`config.mk`:
```
export PLATFORM = sky130hd
export DESIGN_NAME = mdio_responder
export DESIGN_NICKNAME = d
export VERILOG_FILES = /design/src/rtl/mdio_responder.sv
export SDC_FILE = /design/constraint.sdc
export NUM_CORES = 1
export LEC_CHECK = 0
export CELL_PAD_IN_SITES_DETAIL_PLACEMENT = 1
export CELL_PAD_IN_SITES_GLOBAL_PLACEMENT = 2
export CORE_MARGIN = 2
export CORE_UTILIZATION = 31
export CTS_BUF_LIST = sky130_fd_sc_hd__clkbuf_8
export DETAILED_ROUTE_END_ITERATION = 8
export PLACE_DENSITY = 0.76
export SLEW_MARGIN = 15
export SYNTH_ARGS = -nofsm -noshare
export SYNTH_HDL_FRONTEND = slang
export SYNTH_SLANG_ARGS = --single-unit
```
`constraint.sdc`:
```
create_clock -name clk -period 2.5 [get_ports clk]
set_clock_uncertainty 0.15 [all_clocks]
set_input_delay 0.5 -clock clk [delete_from_list [all_inputs] [get_ports clk]]
set_output_delay 0.5 -clock clk [all_outputs]
set_load 0.02 [all_outputs]
```
`src/rtl/mdio_responder.sv`:
```
// Clause 22 MDIO responder: oversamples MDC/MDIO, drives register strobes.
// MDIO_PREAMBLE_SUPPRESSION_EN: accept ST after a single idle one.
module mdio_responder #(
   parameter logic [4:0] PHY_ADDR = 5'd1
) (
   input  logic        clk,
   input  logic        reset,
   input  logic        mdc,
   input  logic        mdio_in,
   output logic        mdio_out,
   output logic        mdio_oe,
   output logic [4:0]  reg_addr,
   output logic [15:0] reg_wdata,
   output logic        reg_we,
   output logic        reg_re,
   input  logic [15:0] reg_rdata
);

`ifdef MDIO_PREAMBLE_SUPPRESSION_EN
   localparam logic [5:0] PRE_MIN = 6'd1;
`else
   localparam logic [5:0] PRE_MIN = 6'd32;
`endif
   localparam logic [5:0] PRE_MAX = 6'd32;
   localparam logic [1:0] OP_RD = 2'b10;
   localparam logic [1:0] OP_WR = 2'b01;

   typedef enum logic [3:0] {
      IDLE,
      START,
      OP,
      PHYAD,
      REGAD,
      TA,
      WDATA,
      RDATA,
      SKIP
   } state_t;

   state_t      state, state_n;
   logic [1:0]  mdc_sync, mdio_sync;
   logic        mdc_d;
   logic        mdc_rise, bit_in;
   logic [4:0]  bit_cnt, bit_cnt_n;
   logic [5:0]  pre_cnt, pre_cnt_n;
   logic [1:0]  op, op_n;
   logic [4:0]  phy, phy_n;
   logic [4:0]  regad, regad_n;
   logic [15:0] shreg, shreg_n;
   logic        out_n, oe_n, we_n, re_n;
   logic [4:0]  addr_n;
   logic [15:0] wdata_n;

   always_ff @(posedge clk) begin
      mdc_sync  <= {mdc_sync[0], mdc};
      mdio_sync <= {mdio_sync[0], mdio_in};
      mdc_d     <= mdc_sync[1];
   end

   assign mdc_rise = mdc_sync[1] & ~mdc_d;
   assign bit_in   = mdio_sync[1];

   always_ff @(posedge clk) begin
      if (reset) begin
         state     <= IDLE;
         bit_cnt   <= '0;
         pre_cnt   <= '0;
         op        <= '0;
         phy       <= '0;
         regad     <= '0;
         shreg     <= '0;
         mdio_out  <= 1'b0;
         mdio_oe   <= 1'b0;
         reg_addr  <= '0;
         reg_wdata <= '0;
         reg_we    <= 1'b0;
         reg_re    <= 1'b0;
      end else begin
         state     <= state_n;
         bit_cnt   <= bit_cnt_n;
         pre_cnt   <= pre_cnt_n;
         op        <= op_n;
         phy       <= phy_n;
         regad     <= regad_n;
         shreg     <= shreg_n;
         mdio_out  <= out_n;
         mdio_oe   <= oe_n;
         reg_addr  <= addr_n;
         reg_wdata <= wdata_n;
         reg_we    <= we_n;
         reg_re    <= re_n;
      end
   end

   always_comb begin
      state_n   = state;
      bit_cnt_n = bit_cnt;
      pre_cnt_n = pre_cnt;
      op_n      = op;
      phy_n     = phy;
      regad_n   = regad;
      shreg_n   = shreg;
      out_n     = mdio_out;
      oe_n      = mdio_oe;
      addr_n    = reg_addr;
      wdata_n   = reg_wdata;
      we_n      = 1'b0;
      re_n      = 1'b0;
      if (mdc_rise) begin
         bit_cnt_n = bit_cnt + 5'd1;
         unique case (state)
            IDLE: begin
               bit_cnt_n = '0;
               if (bit_in) begin
                  if (pre_cnt != PRE_MAX) pre_cnt_n = pre_cnt + 6'd1;
               end else if (pre_cnt >= PRE_MIN) begin
                  pre_cnt_n = '0;
                  state_n   = START;
               end else begin
                  pre_cnt_n = '0;
               end
            end
            START: begin
               bit_cnt_n = '0;
               state_n   = bit_in ? OP : IDLE;
            end
            OP: begin
               op_n = {op[0], bit_in};
               if (bit_cnt == 5'd1) begin
                  bit_cnt_n = '0;
                  state_n   = PHYAD;
               end
            end
            PHYAD: begin
               phy_n = {phy[3:0], bit_in};
               if (bit_cnt == 5'd4) begin
                  bit_cnt_n = '0;
                  state_n   = REGAD;
               end
            end
            REGAD: begin
               regad_n = {regad[3:0], bit_in};
               if (bit_cnt == 5'd4) begin
                  bit_cnt_n = '0;
                  if (phy == PHY_ADDR && (op == OP_RD || op == OP_WR)) begin
                     addr_n  = regad_n;
                     re_n    = (op == OP_RD);
                     state_n = TA;
                  end else begin
                     state_n = SKIP;
                  end
               end
            end
            TA: begin
               if (bit_cnt == 5'd0) begin
                  if (op == OP_RD) begin
                     oe_n    = 1'b1;
                     out_n   = 1'b0;
                     shreg_n = reg_rdata;
                  end
               end else begin
                  bit_cnt_n = '0;
                  if (op == OP_RD) begin
                     out_n   = shreg[15];
                     shreg_n = {shreg[14:0], 1'b0};
                     state_n = RDATA;
                  end else begin
                     state_n = WDATA;
                  end
               end
            end
            RDATA: begin
               if (bit_cnt == 5'd15) begin
                  oe_n      = 1'b0;
                  out_n     = 1'b0;
                  bit_cnt_n = '0;
                  state_n   = IDLE;
               end else begin
                  out_n   = shreg[15];
                  shreg_n = {shreg[14:0], 1'b0};
               end
            end
            WDATA: begin
               shreg_n = {shreg[14:0], bit_in};
               if (bit_cnt == 5'd15) begin
                  wdata_n   = shreg_n;
                  we_n      = 1'b1;
                  bit_cnt_n = '0;
                  state_n   = IDLE;
               end
            end
            SKIP: begin
               // TA plus data must be swallowed so they never look like preamble
               if (bit_cnt == 5'd17) begin
                  bit_cnt_n = '0;
                  state_n   = IDLE;
               end
            end
            default: begin
               bit_cnt_n = '0;
               state_n   = IDLE;
            end
         endcase
      end
   end

endmodule

```
==> metrics.md <==
| Metric | Value |
|---|---|
| Top Ports | `45` |
| CP max FO | `5` |
| Synth Flop Type | `dfxtp_1` |
| Setup TNS | `0 ns` |
| Critical Path AT | `2.43 ns` |
| Diodes inserted | `0` |
| Worst skew pair latency | `0.37 ns` |
| Sequential area share after synthesis | `0.439` |
| Pleak | `1.60 nW` |
| CP delay by family, top | `simple AND/OR/NAND/NOR gates` |
| CP Capture Type | `register` |
| Area taken by multi-input logic gates | `1700 um2` |
| CTS H-tree lvls | `3` |
| Setup violators final | `0` |
| CTS tree | `done` |
| Global Route Usage Sum | `0.148` |
| VDD IR max | `0.297 mV` |
| Largest net degree at the start of global routing | `38` |
| Final net count | `435` |
| Top cell by count, worst path | `ha_1` |
| DIE HEIGHT | `107 um` |
| Remaining antenna violation count | `0` |
| Worst Min Path Start | `mdc_sync[0]` |
| Reg2reg end | `state[1]` |
| Chip width | `107 um` |
| Async SR Flop Fraction | `0` |
| Count of state elements after synthesis | `72` |
| Slew @ Worst Pin | `0.555 ns` |
| Routed length per placed instance | `14.7 um` |
| Worst setup path start | `bit_cnt[0]` |
| Main area contributors after synthesis | `dfxtp_1 (44%), mux2i_1 (8.5%), nor2_1 (6.7%)` |
| DR vias/cell | `4.90` |
| # hold bufs at CTS | `0` |
| R2R cell count | `7` |
| Synth warn | `0` |
| Vias | `2684` |
| Slowest CP cell | `dfxtp_1` |
| Worst path bufs/invs | `0` |
| Worst setup SP type | `register` |
| Port Buffers | `44` |
| Syn_area_per_cell | `9.17 um2` |
| Synthesized cell area | `3280 um2` |
| Gate Count Post-Synth | `358` |
| Hold path depth | `0` |
| Clk pin slew, worst setup/hold paths | `0.08 ns` |
| Root Buffer | `clkbuf_8` |
| Drt drc | `0` |
| Number of global-route vias before repair | `2674` |
| CTS sink count | `72` |
| Register area | `1440 um2` |
| Slew HR | `0.630` |
| DR iter-0 viols | `86` |
| First-pass GRT wire length | `13.2 mm` |
| F_max | `0.433 GHz` |
| GRT Residual Overflow | `0` |
| Starting Density | `0.318` |
| Fillers | `1197` |
| Placer Congestion | `0.767` |
| Non-filler cells, final | `548` |
| Hold endpoint | `mdc_sync[1]` |
| Post-synth EDFFs | `0` |
| CTS Buf Count | `9` |
| Leading area contributor after synthesis | `dfxtp_1` |
| RSZ-0062 raised after global routing | `no` |
| Core Area | `10300 um2` |
| Clk buf depth | `2` |
| Worst path required time | `2.62 ns` |
| Post-CTS Setup Inserts | `0` |
| Power Dens Cells | `562 nW/um2` |
| Max Slew Vio Count | `0` |
| Placed cells | `532` |
| Synthesized Nets | `386` |
| CTS resizes | `0` |
| Max incr delay on CP | `0.41 ns` |
| Ordered cell list for the critical path | `ha_1 > and3_1 > ha_1 > nor2_1 > or2_2 > or3_4 > o41ai_2` |
| WL final | `8.03 mm` |
| Hold Path Class | `register to register` |
| MaxCap Viol Count | `0` |
| R2r setup slk | `0.19 ns` |
| Layout cells sized above 1 | `0.138` |
| DIE AREA | `11400 um2` |
| Synth cell types | `54` |
| Reg2reg start | `bit_cnt[0]` |
| Drt pass-1 iters | `4` |
| Min cycle time layout | `2.31 ns` |
| Status | `finished, final reports clean` |
| Site Rows | `37` |
| Final Hold Viols | `0` |
| Initial antenna violation count | `0` |
| Fin crit share | `0.925` |
| DP HPWL | `5.53 mm` |
| Worst Setup Path Type | `register to register` |
| Post-synth top area share | `0.439` |
| Layout area overhead | `25.9%` |
==> synthesized netlist by cell type, types with 2 or more instances <==
cell type,instances
nand4bb_1,2
nor2_1,59
nor4_1,2
dfxtp_1,72
inv_1,10
a311oi_1,5
nor2b_1,6
xor2_1,4
nor4b_1,2
a311oi_2,11
a21oi_1,16
o221ai_1,2
a32oi_1,2
ha_1,8
nand2_1,48
buf_6,2
nand3b_1,3
buf_1,2
nor3_1,2
and3_1,4
nand2_2,2
nand3_1,11
buf_4,2
nand4_1,3
mux2i_1,28
buf_2,3
o211ai_1,5
o21ai_0,6
clkbuf_1,11
==> metrics by stage <==
stage               hold WS [ns]  utilization  area, um2  worst slack [ns]  power [W]
floorplan                  0.160            -       3280             0.281    0.00123
global placement           0.160        0.378       3900             0.281    0.00127
detailed placement         0.163        0.378       3900             0.190    0.00127
CTS                        0.184        0.400       4130             0.162    0.00236
global route               0.192        0.400       4130            0.0126    0.00241
finish                     0.182        0.400       4130             0.188    0.00232
==> logic make-up (layout without fill, tap and decap cells) <==
family                   after synthesis  count (layout)  synth area share
buffers and inverters                 31              85            0.0435
XOR/XNOR                               5               5            0.0133
AO/OA/AOI/OAI                         57              57             0.155
multiplexers                          28              28            0.0854
flip-flops                            72              72             0.439
adder cells (fa/ha/maj)                8               8            0.0305
AND/OR/NAND/NOR                      157             157             0.233
==> worst register-to-register path: cells and delay by family, from the launching register on <==
kind | cells | cell delay (ns)
compound gates | 1 | 0.28
fa+ha+maj | 2 | 0.39
flops | 1 | 0.41
simple gates | 4 | 0.98
==> per-layer routing <==
layer / routed length (um) / track usage / vias up / share of wire
met3: 170 / 0.0365 / 11 / 0.021
met1: 4030 / 0.194 / 1294 / 0.50
met4: 146 / 0.0584 / 0 / 0.018
li1: - / - / 1349 / -
met5: 0 / 0 / - / 0
met2: 3690 / 0.235 / 30 / 0.46
==> state kept, by name, summed over array words and instances (netlist names), 4 cells and up <==
register,count
reg_wdata,16
shreg,16
pre_cnt,6
reg_addr,5
bit_cnt,5
state,4
regad,4
phy,5
==> power breakdown <==
| part | internal [W] | leakage (nW) | switching (W) |
|---|---|---|---|
| Combinational | 0.0000432 | 0.909 | 0.0000433 |
| Sequential | 0.00115 | 0.582 | 0.00000767 |
| Clock | 0.000573 | 0.108 | 0.000501 |
==> how the worst max path moves through the flow <==
| stage | end | slack [ns] | cells past startpoint |
|---|---|---|---|
| 3_5_place_dp | state[1] | 0.19 | 7 |
| 3_3_place_gp | state[2] | 0.28 | 5 |
| 5_1_grt | state[1] | 0.01 | 6 |
| 6_report | state[1] | 0.19 | 7 |
| 4_1_cts | state[1] | 0.16 | 7 |
| 2_1_floorplan | state[1] | 0.28 | 7 |
==> cell usage in the layout, fill, tap and decap left out, types with 6 or more instances in the layout <==
cell type	synthesis	layout
a21oi_1	16	16
a311oi_2	11	11
buf_4	2	13
clkbuf_8	0	9
clkdlybuf4s50_1	0	43
dfxtp_1	72	72
ha_1	8	8
inv_1	10	10
mux2i_1	28	28
nand2_1	48	48
nand3_1	11	11
nor2_1	59	59
nor2b_1	6	6
o21ai_0	6	6
==> cell type report <==
type,instances,share of cell area
clock buffers,9,0.0300
flip-flops and latches,72,0.349
well taps,136,0.0412
inverters,11,0.00999
repair buffers,58,0.134
clock inverters,7,0.0251
multi-input cells,255,0.411
Power figures use the tool's default switching activity.
